### config.mk
export PLATFORM = sky130hd
export DESIGN_NAME = eth_tx_framer_flat
export DESIGN_NICKNAME = d
export VERILOG_FILES = /design/src/rtl/eth_tx_framer_if.sv /design/src/rtl/eth_tx_framer.sv /design/src/flat_wrapper.sv
export SDC_FILE = /design/constraint.sdc
export NUM_CORES = 1
export LEC_CHECK = 0
export ABC_AREA = 1
export BUFFER_PORTS_ARGS = -buffer_cell sky130_fd_sc_hd__buf_2
export CAP_MARGIN = 10
export CORE_ASPECT_RATIO = 0.9
export CORE_MARGIN = 2
export CORE_UTILIZATION = 50
export CTS_BUF_LIST = sky130_fd_sc_hd__clkbuf_16
export DETAILED_ROUTE_END_ITERATION = 16
export PLACE_DENSITY_LB_ADDON = 0.1
export SLEW_MARGIN = 20
export SYNTH_ARGS = -nofsm -noshare
export SYNTH_HDL_FRONTEND = slang
export SYNTH_SLANG_ARGS = --single-unit
### constraint.sdc
create_clock -name clk -period 2.1 [get_ports clk]
set_input_delay 0.42 -clock clk [delete_from_list [all_inputs] [get_ports clk]]
set_output_delay 0.42 -clock clk [all_outputs]
set_load 0.1 [all_outputs]
### src/rtl/eth_tx_framer_if.sv
// Byte-stream ingress and GMII-style egress bundle for eth_tx_framer.
// master: upstream source / monitor side; slave: the framer itself.
interface eth_tx_framer_if;
    logic [7:0]  in_data;
    logic        in_valid;
    logic        in_last;
    logic        in_ready;
    logic [7:0]  tx_data;
    logic [1:0]  tx_ctl;
    logic        underrun;
    logic [15:0] frames_sent;

    modport master (
        output in_data, in_valid, in_last,
        input  in_ready, tx_data, tx_ctl, underrun, frames_sent
    );

    modport slave (
        input  in_data, in_valid, in_last,
        output in_ready, tx_data, tx_ctl, underrun, frames_sent
    );
endinterface

### src/rtl/eth_tx_framer.sv
// Ethernet TX framer: preamble/SFD insertion, CRC-32 FCS append, underrun abort, IFG.
// Define ETH_TX_PAD_EN to pad short frames with zeros up to MIN_FRAME bytes before the FCS.
module eth_tx_framer #(
    parameter int IFG_BYTES = 12,
    parameter int MIN_FRAME = 60
) (
    input logic           clk,
    input logic           nreset,
    eth_tx_framer_if.slave bus
);

    localparam logic [2:0] S_IDLE     = 3'd0;
    localparam logic [2:0] S_PREAMBLE = 3'd1;
    localparam logic [2:0] S_SFD      = 3'd2;
    localparam logic [2:0] S_DATA     = 3'd3;
    localparam logic [2:0] S_PAD      = 3'd4;
    localparam logic [2:0] S_FCS      = 3'd5;
    localparam logic [2:0] S_DISCARD  = 3'd6;
    localparam logic [2:0] S_IFG      = 3'd7;

    localparam logic [1:0]  CTL_IDLE = 2'b00;
    localparam logic [1:0]  CTL_ERR  = 2'b01;
    localparam logic [1:0]  CTL_DATA = 2'b11;
    localparam logic [31:0] CRC_INIT = 32'hFFFF_FFFF;

    localparam logic [15:0] MIN_FRAME_W = 16'(MIN_FRAME);
    localparam logic [15:0] IFG_LAST    = 16'(IFG_BYTES - 1);

`ifdef ETH_TX_PAD_EN
    localparam bit PAD_EN = 1'b1;
`else
    localparam bit PAD_EN = 1'b0;
`endif

    // Reflected CRC-32 (poly 0x04C11DB7) advanced by one byte, LSB first.
    function automatic logic [31:0] crc32_byte(input logic [31:0] crc, input logic [7:0] data);
        logic [31:0] c;
        c = crc ^ {24'h00_0000, data};
        for (int b = 0; b < 32'sd8; b++) begin
            if (c[0]) begin
                c = (c >> 1) ^ 32'hEDB8_8320;
            end else begin
                c = c >> 1;
            end
        end
        return c;
    endfunction

    logic [2:0]  state_q,    state_d;
    logic [15:0] timer_q,    timer_d;
    logic [15:0] cnt_q,      cnt_d;
    logic [31:0] crc_q,      crc_d;
    logic [7:0]  tx_data_q,  tx_data_d;
    logic [1:0]  tx_ctl_q,   tx_ctl_d;
    logic        in_ready_q, in_ready_d;
    logic        underrun_q, underrun_d;
    logic [15:0] frames_q,   frames_d;

    logic        accept_s;
    logic [15:0] cnt_inc_s;
    logic [31:0] fcs_s;

    assign accept_s  = bus.in_valid & in_ready_q;
    assign cnt_inc_s = (cnt_q == 16'hFFFF) ? cnt_q : (cnt_q + 16'd1);
    assign fcs_s     = ~crc_q;

    // Next-state and next-output logic; every output is one register stage behind its decision.
    always_comb begin
        state_d    = state_q;
        timer_d    = timer_q;
        cnt_d      = cnt_q;
        crc_d      = crc_q;
        tx_data_d  = 8'h00;
        tx_ctl_d   = CTL_IDLE;
        underrun_d = 1'b0;
        frames_d   = frames_q;

        case (state_q)
            S_IDLE: begin
                crc_d   = CRC_INIT;
                cnt_d   = 16'd0;
                timer_d = 16'd0;
                // The first preamble byte is launched here so the IFG gap stays exactly IFG_BYTES.
                if (bus.in_valid) begin
                    state_d   = S_PREAMBLE;
                    tx_data_d = 8'h55;
                    tx_ctl_d  = CTL_DATA;
                    timer_d   = 16'd1;
                end else begin
                    state_d = S_IDLE;
                end
            end

            S_PREAMBLE: begin
                tx_data_d = 8'h55;
                tx_ctl_d  = CTL_DATA;
                if (timer_q == 16'd6) begin
                    state_d = S_SFD;
                    timer_d = 16'd0;
                end else begin
                    timer_d = timer_q + 16'd1;
                end
            end

            S_SFD: begin
                tx_data_d = 8'hD5;
                tx_ctl_d  = CTL_DATA;
                state_d   = S_DATA;
            end

            S_DATA: begin
                if (accept_s) begin
                    tx_data_d = bus.in_data;
                    tx_ctl_d  = CTL_DATA;
                    crc_d     = crc32_byte(crc_q, bus.in_data);
                    cnt_d     = cnt_inc_s;
                    if (bus.in_last) begin
                        timer_d = 16'd0;
                        if (PAD_EN && (cnt_inc_s < MIN_FRAME_W)) begin
                            state_d = S_PAD;
                        end else begin
                            state_d = S_FCS;
                        end
                    end else begin
                        state_d = S_DATA;
                    end
                end else begin
                    tx_data_d  = 8'h00;
                    tx_ctl_d   = CTL_ERR;
                    underrun_d = 1'b1;
                    state_d    = S_DISCARD;
                end
            end

`ifdef ETH_TX_PAD_EN
            S_PAD: begin
                tx_data_d = 8'h00;
                tx_ctl_d  = CTL_DATA;
                crc_d     = crc32_byte(crc_q, 8'h00);
                cnt_d     = cnt_inc_s;
                if (cnt_inc_s >= MIN_FRAME_W) begin
                    state_d = S_FCS;
                    timer_d = 16'd0;
                end else begin
                    state_d = S_PAD;
                end
            end
`endif

            S_FCS: begin
                tx_data_d = fcs_s[{timer_q[1:0], 3'b000} +: 8];
                tx_ctl_d  = CTL_DATA;
                if (timer_q[1:0] == 2'd3) begin
                    frames_d = frames_q + 16'd1;
                    state_d  = S_IFG;
                    timer_d  = 16'd0;
                end else begin
                    timer_d = timer_q + 16'd1;
                end
            end

            S_DISCARD: begin
                if (accept_s && bus.in_last) begin
                    state_d = S_IFG;
                    timer_d = 16'd0;
                end else begin
                    state_d = S_DISCARD;
                end
            end

            S_IFG: begin
                if (timer_q >= IFG_LAST) begin
                    state_d = S_IDLE;
                    timer_d = 16'd0;
                end else begin
                    timer_d = timer_q + 16'd1;
                end
            end

            default: begin
                state_d = S_IDLE;
                timer_d = 16'd0;
            end
        endcase

        in_ready_d = (state_d == S_DATA) || (state_d == S_DISCARD);
    end

    // State, datapath and output registers with synchronous active-low reset.
    always_ff @(posedge clk) begin
        if (!nreset) begin
            state_q    <= S_IDLE;
            timer_q    <= 16'd0;
            cnt_q      <= 16'd0;
            crc_q      <= CRC_INIT;
            tx_data_q  <= 8'h00;
            tx_ctl_q   <= CTL_IDLE;
            in_ready_q <= 1'b0;
            underrun_q <= 1'b0;
            frames_q   <= 16'd0;
        end else begin
            state_q    <= state_d;
            timer_q    <= timer_d;
            cnt_q      <= cnt_d;
            crc_q      <= crc_d;
            tx_data_q  <= tx_data_d;
            tx_ctl_q   <= tx_ctl_d;
            in_ready_q <= in_ready_d;
            underrun_q <= underrun_d;
            frames_q   <= frames_d;
        end
    end

    assign bus.in_ready    = in_ready_q;
    assign bus.tx_data     = tx_data_q;
    assign bus.tx_ctl      = tx_ctl_q;
    assign bus.underrun    = underrun_q;
    assign bus.frames_sent = frames_q;

endmodule

### src/flat_wrapper.sv
// flat-port wrapper written by rule: the top's interface ports become plain ports
module eth_tx_framer_flat 
#(
    parameter int IFG_BYTES = 12,
    parameter int MIN_FRAME = 60
)
  (clk, nreset, bus_in_data, bus_in_valid, bus_in_last, bus_in_ready, bus_tx_data, bus_tx_ctl, bus_underrun, bus_frames_sent);
  eth_tx_framer_if bus_i ();
  input logic clk;
  input logic nreset;
  input wire logic [$bits(bus_i.in_data)-1:0] bus_in_data;
  input wire logic [$bits(bus_i.in_valid)-1:0] bus_in_valid;
  input wire logic [$bits(bus_i.in_last)-1:0] bus_in_last;
  output wire logic [$bits(bus_i.in_ready)-1:0] bus_in_ready;
  output wire logic [$bits(bus_i.tx_data)-1:0] bus_tx_data;
  output wire logic [$bits(bus_i.tx_ctl)-1:0] bus_tx_ctl;
  output wire logic [$bits(bus_i.underrun)-1:0] bus_underrun;
  output wire logic [$bits(bus_i.frames_sent)-1:0] bus_frames_sent;
  assign bus_i.in_data = bus_in_data;
  assign bus_i.in_valid = bus_in_valid;
  assign bus_i.in_last = bus_in_last;
  assign bus_in_ready = bus_i.in_ready;
  assign bus_tx_data = bus_i.tx_data;
  assign bus_tx_ctl = bus_i.tx_ctl;
  assign bus_underrun = bus_i.underrun;
  assign bus_frames_sent = bus_i.frames_sent;
  eth_tx_framer #(.IFG_BYTES(IFG_BYTES), .MIN_FRAME(MIN_FRAME)) u_core (.clk(clk), .nreset(nreset), .bus(bus_i));
endmodule
# --- Word-level counts from Yosys, hierarchy flattened ---
# Cells that the tools add are included.
classes:
  n_addsub: 2
  magnitude_cmp: 1
  eq_ne: 13
  shifts: 1
  n_mux: 47
  bitwise_logic: 12
  n_reduce_logical: 9
ops:
  columns: ["cell", "n"]
  rows:
  - ["2-to-1 mux 32 bit", 23]
  - ["NOT 13 -> 14 bit", 8]
  - ["one-hot mux 16 bit (7 select lines)", 1]
  - ["2-to-1 mux 16 bit", 6]
  - ["one-hot mux 32 bit (2 select lines)", 1]
  - ["one-hot mux 8 bit (5 select lines)", 1]
  - ["adder 16 x 1 -> 16 bit, second input constant", 2]
  - ["NOT 32 bit", 1]
  - ["indexed part select 32 x 6 -> 8 bit", 1]
  - ["XOR 32 x 8 -> 32 bit", 1]
  - ["one-hot mux 3 bit (7 select lines)", 1]
  - ["equality test 16 x 3 -> 1 bit, second input constant", 1]
  - [">= comparator 16 x 4 -> 1 bit, second input constant", 1]
  - ["2-to-1 mux 3 bit", 5]
  - ["equality test 3 bit, second input constant", 4]
  - ["equality test 3 x 2 -> 1 bit, second input constant", 3]
  - ["2-to-1 mux 8 bit", 1]
  - ["2-to-1 mux 7 bit", 1]
  - ["one-hot mux 2 bit (3 select lines)", 1]
  - ["AND reduction 2 bit", 3]
  - ["2-to-1 mux 1 bit", 4]
  - ["2-to-1 mux 2 bit", 2]
  - ["!= test 2 x 1 -> 1 bit, second input constant", 2]
  - ["AND reduction 4 bit", 1]
  - ["10 further kinds", 10]
totals:
  reg_bits: 79
  in_bits: 12

# --- Logic depth before layout (Yosys ltp) ---
depth:
  ltp_word: 33
  ltp_mapped: 12

# --- Least setup slack after synthesis ---
# Ideal clock, no wire load.
synth_path:
  path_kind: "register -> register"
  startpoint: "register u_core.in_ready_q (netlist: u_core.bus.in_ready)"
  endpoint: "register u_core.timer_q[5]"
  setup_time_ns: 0.119
  t_arrival_ns: 2.130
  required_time_ns: 1.981
  slack_ns: -0.150
  path_stages_with_launch: 10
  synth_period_minus_slack_ns: 2.250
  cell_sequence: "dfxtp_1 > nand2_1 > inv_1 > nand2_1 > o21ai_0 > nand2_1 > buf_2 > nor2_1 > xor2_1 > nor2_1"
synth_between:
  elab_chain_cells: 4
  elab_cells_between_ends: 5
  classes_between: "eq/ne (2); bitwise (1); reduce/logical (2)"
synth_rtl:
  columns: ["item", "line", "rtl"]
  rows:
  - ["start, declared", "eth_tx_framer.sv:55", "logic in_ready_q, in_ready_d;"]
  - ["start signal, assigned", "eth_tx_framer.sv:208", "in_ready_q <= in_ready_d;"]
  - ["bitwise AND 1 bit *", "eth_tx_framer.sv:63", "assign accept_s = bus.in_valid & in_ready_q;"]
  - ["logical AND 1 bit", "eth_tx_framer.sv:163", "if (accept_s && bus.in_last) begin"]
  - ["!= test 2 x 1 -> 1 bit (no line)", null, null]
  - ["AND reduction 4 bit (no line) *", null, null]
  - ["end signal, assigned", "eth_tx_framer.sv:203", "timer_q <= timer_d;"]
  - ["end, declared", "eth_tx_framer.sv:50", "logic [15:0] timer_q, timer_d;"]
# Every way passes the cells marked *; elsewhere a longest branch is shown, timed or not.
# A chain may end at the register's enable or synchronous reset.

# --- Final worst setup path ---
layout_path:
  startpoint: "register u_core.crc_q[0]"
  endpoint: "register u_core.crc_q[23]"
layout_between:
  elab_chain_cells: 30
layout_rtl:
  columns: ["item", "line", "rtl"]
  rows:
  - ["start, declared", "eth_tx_framer.sv:52", "logic [31:0] crc_q, crc_d;"]
  - ["start signal, assigned", "eth_tx_framer.sv:205", "crc_q <= crc_d;"]
  - ["XOR 32 x 8 -> 32 bit *", "eth_tx_framer.sv:38", "c = crc ^ {24'h00_0000, data};"]
  - ["2-to-1 mux 32 bit *", "eth_tx_framer.sv:40", "if (c[0]) begin"]
  - ["2-to-1 mux 32 bit *", "eth_tx_framer.sv:112", "if (accept_s) begin"]
  - ["2-to-1 mux 32 bit *", "eth_tx_framer.sv:78", "case (state_q)"]
  - ["NOT 13 -> 14 bit (no line)", null, null]
  - ["2-to-1 mux 32 bit *", "eth_tx_framer.sv:40", null]
  - ["2-to-1 mux 32 bit *", "eth_tx_framer.sv:112", null]
  - ["2-to-1 mux 32 bit *", "eth_tx_framer.sv:78", null]
  - ["[... 14 more ...]", null, null]
  - ["NOT 13 -> 14 bit (no line)", null, null]
  - ["2-to-1 mux 32 bit *", "eth_tx_framer.sv:40", null]
  - ["2-to-1 mux 32 bit *", "eth_tx_framer.sv:112", null]
  - ["2-to-1 mux 32 bit *", "eth_tx_framer.sv:78", null]
  - ["NOT 13 -> 14 bit (no line)", null, null]
  - ["2-to-1 mux 32 bit *", "eth_tx_framer.sv:40", null]
  - ["2-to-1 mux 32 bit *", "eth_tx_framer.sv:112", null]
  - ["one-hot mux 32 bit (2 select lines) *", "eth_tx_framer.sv:78", null]
# Every way passes the cells marked *; elsewhere a longest branch is shown, timed or not. The select of a mux whose other input is x is not followed.

==> results.sh <==
export IMPL_synth_seq_cells=79
export IMPL_yosys_warnings=0
export IMPL_synth_seq_area_share_pct=30.1
export IMPL_cp_required_ps=2340
export IMPL_ys_types=42
export IMPL_clock_sinks=79
export IMPL_fp_dieW_um=112
export IMPL_p_leak_nw=3.10
export IMPL_synth_top_area_share_pct=30.1
export IMPL_fmax_mhz=545
export IMPL_place_gp_congestion=0.972
export IMPL_dp_final_hpwl_um=11400
export IMPL_syn_to_final_growth_pct=14.0
export IMPL_crit_path_end_kind="register"
export IMPL_avgRoutedWirePerCell_um=15.1
export IMPL_max_slew_margin_pct=61.5
export IMPL_path_clk_slew_ps=60
export IMPL_finish_utilization_pct=58.4
export IMPL_worst_path_buf_inv=1
export IMPL_finalSetupTns_ps=0
export IMPL_io_buffer_count=39
export IMPL_cpPeakStageDelay_ps=350
export IMPL_grt_pass1_vias=5198
export IMPL_synth_area_top_cells="dfxtp_1 (30%), nand2_1 (22%), inv_1 (7.7%), nand3_1 (6.8%), o21ai_0 (5.8%)"
export IMPL_grt_pass1_wl_um=25600
export IMPL_die_area_um2=11300
export IMPL_dp_worst_setup_slack_ps=143
export IMPL_worstPathCellList="inv_1, nand2_1, nand2_2, nand2_1, nand2_1, nand2_1, nand2_1, nor2_2, nand3_1, nand3_1, nand2_1"
export IMPL_fin_worst_skew_ps=6.16
export IMPL_power_density_nw_per_um2=677
export IMPL_synthesis_instances=869
export IMPL_syn_cell_area_um2=5250
export IMPL_rsz0062_at_grt="false"
export IMPL_min_period_ps=1830
export IMPL_ios=40
export IMPL_cap_violations=0
export IMPL_tightest_slew_ps=576
export IMPL_grtUsageTotal_pct=28.3
export IMPL_status="finished, final reports clean"
export IMPL_cts_buffer_depth=2
export IMPL_fin_crit_sh_pct=87.3
export IMPL_crit_family="simple AND/OR/NAND/NOR gates"
export IMPL_arrival_ps=2070
export IMPL_htree_levels=3
export IMPL_ant_nets=0
export IMPL_drive_above_1_share_pct=10.8
export IMPL_gr_total_overflow=0
export IMPL_coreArea_um2=10200
export IMPL_antenna_found_initial=0
export IMPL_postCtsHoldBufs=0
export IMPL_avgSynthCellArea_um2=6.04
export IMPL_cts_resized=0
export IMPL_crit_fanout=8
export IMPL_nFillCells=1032
export IMPL_grt_max_degree=50
export IMPL_cts_buffers=9
export IMPL_initial_core_util_pct=51.2
export IMPL_first_pass_iters=5
export IMPL_setup_viol=0
export IMPL_slowest_stage="dfxtp_1"
export IMPL_cts_tree="done"
export IMPL_insertion_delay_ps=340
export IMPL_chipHeight_um=101
export IMPL_hold_path_class="input port to register"
export IMPL_drt_initial_drc_count=543
export IMPL_critPathLaunchType="register"
export IMPL_diodes=0
export IMPL_hold_viol=0
export IMPL_synth_nets=885
export IMPL_clockRootBuffer="clkbuf_16"
export IMPL_rows=35
export IMPL_crit_type="register to register"
export IMPL_drt_total_wl_um=15900
export IMPL_synth_top_area_cell="dfxtp_1"
export IMPL_fin_nets=932
export IMPL_postCtsSetupBuffers=0
export IMPL_vias=5739
export IMPL_crit_top_cell="nand2_1"
export IMPL_slew_viol_final=0
export IMPL_total_power_mw=4.05
export IMPL_setup_ws_ps=266
export IMPL_ir_worst_vdd_v=0.000526
export IMPL_viasPerCell=5.47
export IMPL_drc=0
-- layer usage --
layer  part of all wire [%]  GRT usage, %  vias to the layer above
met2                     44          44.8                      235
met3                    7.9          4.79                       19
met5                      0             0                        -
met4                    1.4          8.63                        0
met1                     47          39.9                     2602
li1                       -             -                     2883
-- report_power, final --
part | switching (mW) | leakage, nW | internal [mW]
clock | 0.654 | 0.151 | 1.03
sequential | 0.0396 | 0.646 | 1.55
combinational | 0.557 | 2.30 | 0.220
-- synth_stat cells (all sizes together) --
library cell  number
a211oi             3
a21boi             1
a21oi             46
a22oi              1
a31oi              3
a32oi              3
and2               1
buf                7
clkbuf            15
clkinv             2
dfxtp             79
ha                 4
inv              113
nand2            309
nand2b             1
nand3             71
nand3b             4
nand4              9
nor2              67
nor3              21
nor3b              1
nor4               1
o211ai            17
o21a               1
o21ai             62
o21bai             3
o31ai              1
or2                1
xnor2              4
xor2              18
-- kinds of logic after synthesis --
family,count (synthesis),synth area share [%]
AND/OR/NAND/NOR,486,40.0
AO/OA/AOI/OAI,141,15.0
buffers and inverters,137,10.2
flip-flops,79,30.1
XOR/XNOR,22,3.67
adder cells (fa/ha/maj),4,0.954
-- path summary, 6_finish.rpt --
kind | start | end | slack [ps] | cells after the start
max | u_core.crc_q[0] | u_core.crc_q[23] | 270 | 11
max reg2reg | u_core.crc_q[0] | u_core.crc_q[23] | 270 | 11
min | bus_in_data[3] | u_core.bus.tx_data[3] | 350 | 3
min reg2reg | u_core.timer_q[13] | u_core.timer_q[13] | 480 | 2
-- flip-flops by register name, summed over array words and instances, names as in the netlist --
| signal | flops |
|---|---|
| u_core.bus.underrun | 1 |
| u_core.bus.tx_data | 8 |
| u_core.bus.in_ready | 1 |
| u_core.bus.tx_ctl | 2 |
| u_core.bus.frames_sent | 16 |
| u_core.state_q | 3 |
| u_core.timer_q | 16 |
| u_core.crc_q | 32 |
-- layout by cell type, fill, tap and decap left out, drive strengths merged --
master	count
or2	1
xor2	18
inv	113
nor3b	1
clkinvlp	1
nand2	309
nand3b	4
o21ai	62
clkinv	5
ha	4
nand4	9
o21a	1
a32oi	3
a21oi	46
o31ai	1
xnor2	4
nand3	71
a22oi	1
nor2	67
a21boi	1
dfxtp	79
nand2b	1
a211oi	3
buf	58
clkbuf	9
and2	1
o21bai	3
bufinv	2
o211ai	17
nor4	1
a31oi	3
nor3	21
-- worst min-delay path, stage by stage --
cell and delay [ps]:
buf_2 110, a32oi_1 50, nor2_1 70
-- layout make-up --
class                      count  area, um^2  area share, %
clock buffer                   9         225           3.76
clock inverter                 6        86.3           1.44
timing repair buffer          58         363           6.06
inverter                     115         432           7.21
tap                          129         161           2.70
multi-input combinational    653        3130           52.3
sequential                    79        1590           26.5
-- through the flow --
step	hold WS, ps	instance area, um^2	std cells
floorplan	453	5250	869
global route	368	5980	1049
detailed placement	471	5670	1034
global placement	465	5670	1034
CTS	341	5980	1049
finish	349	5980	1049
No activity file was read; power rests on OpenSTA's default activity.
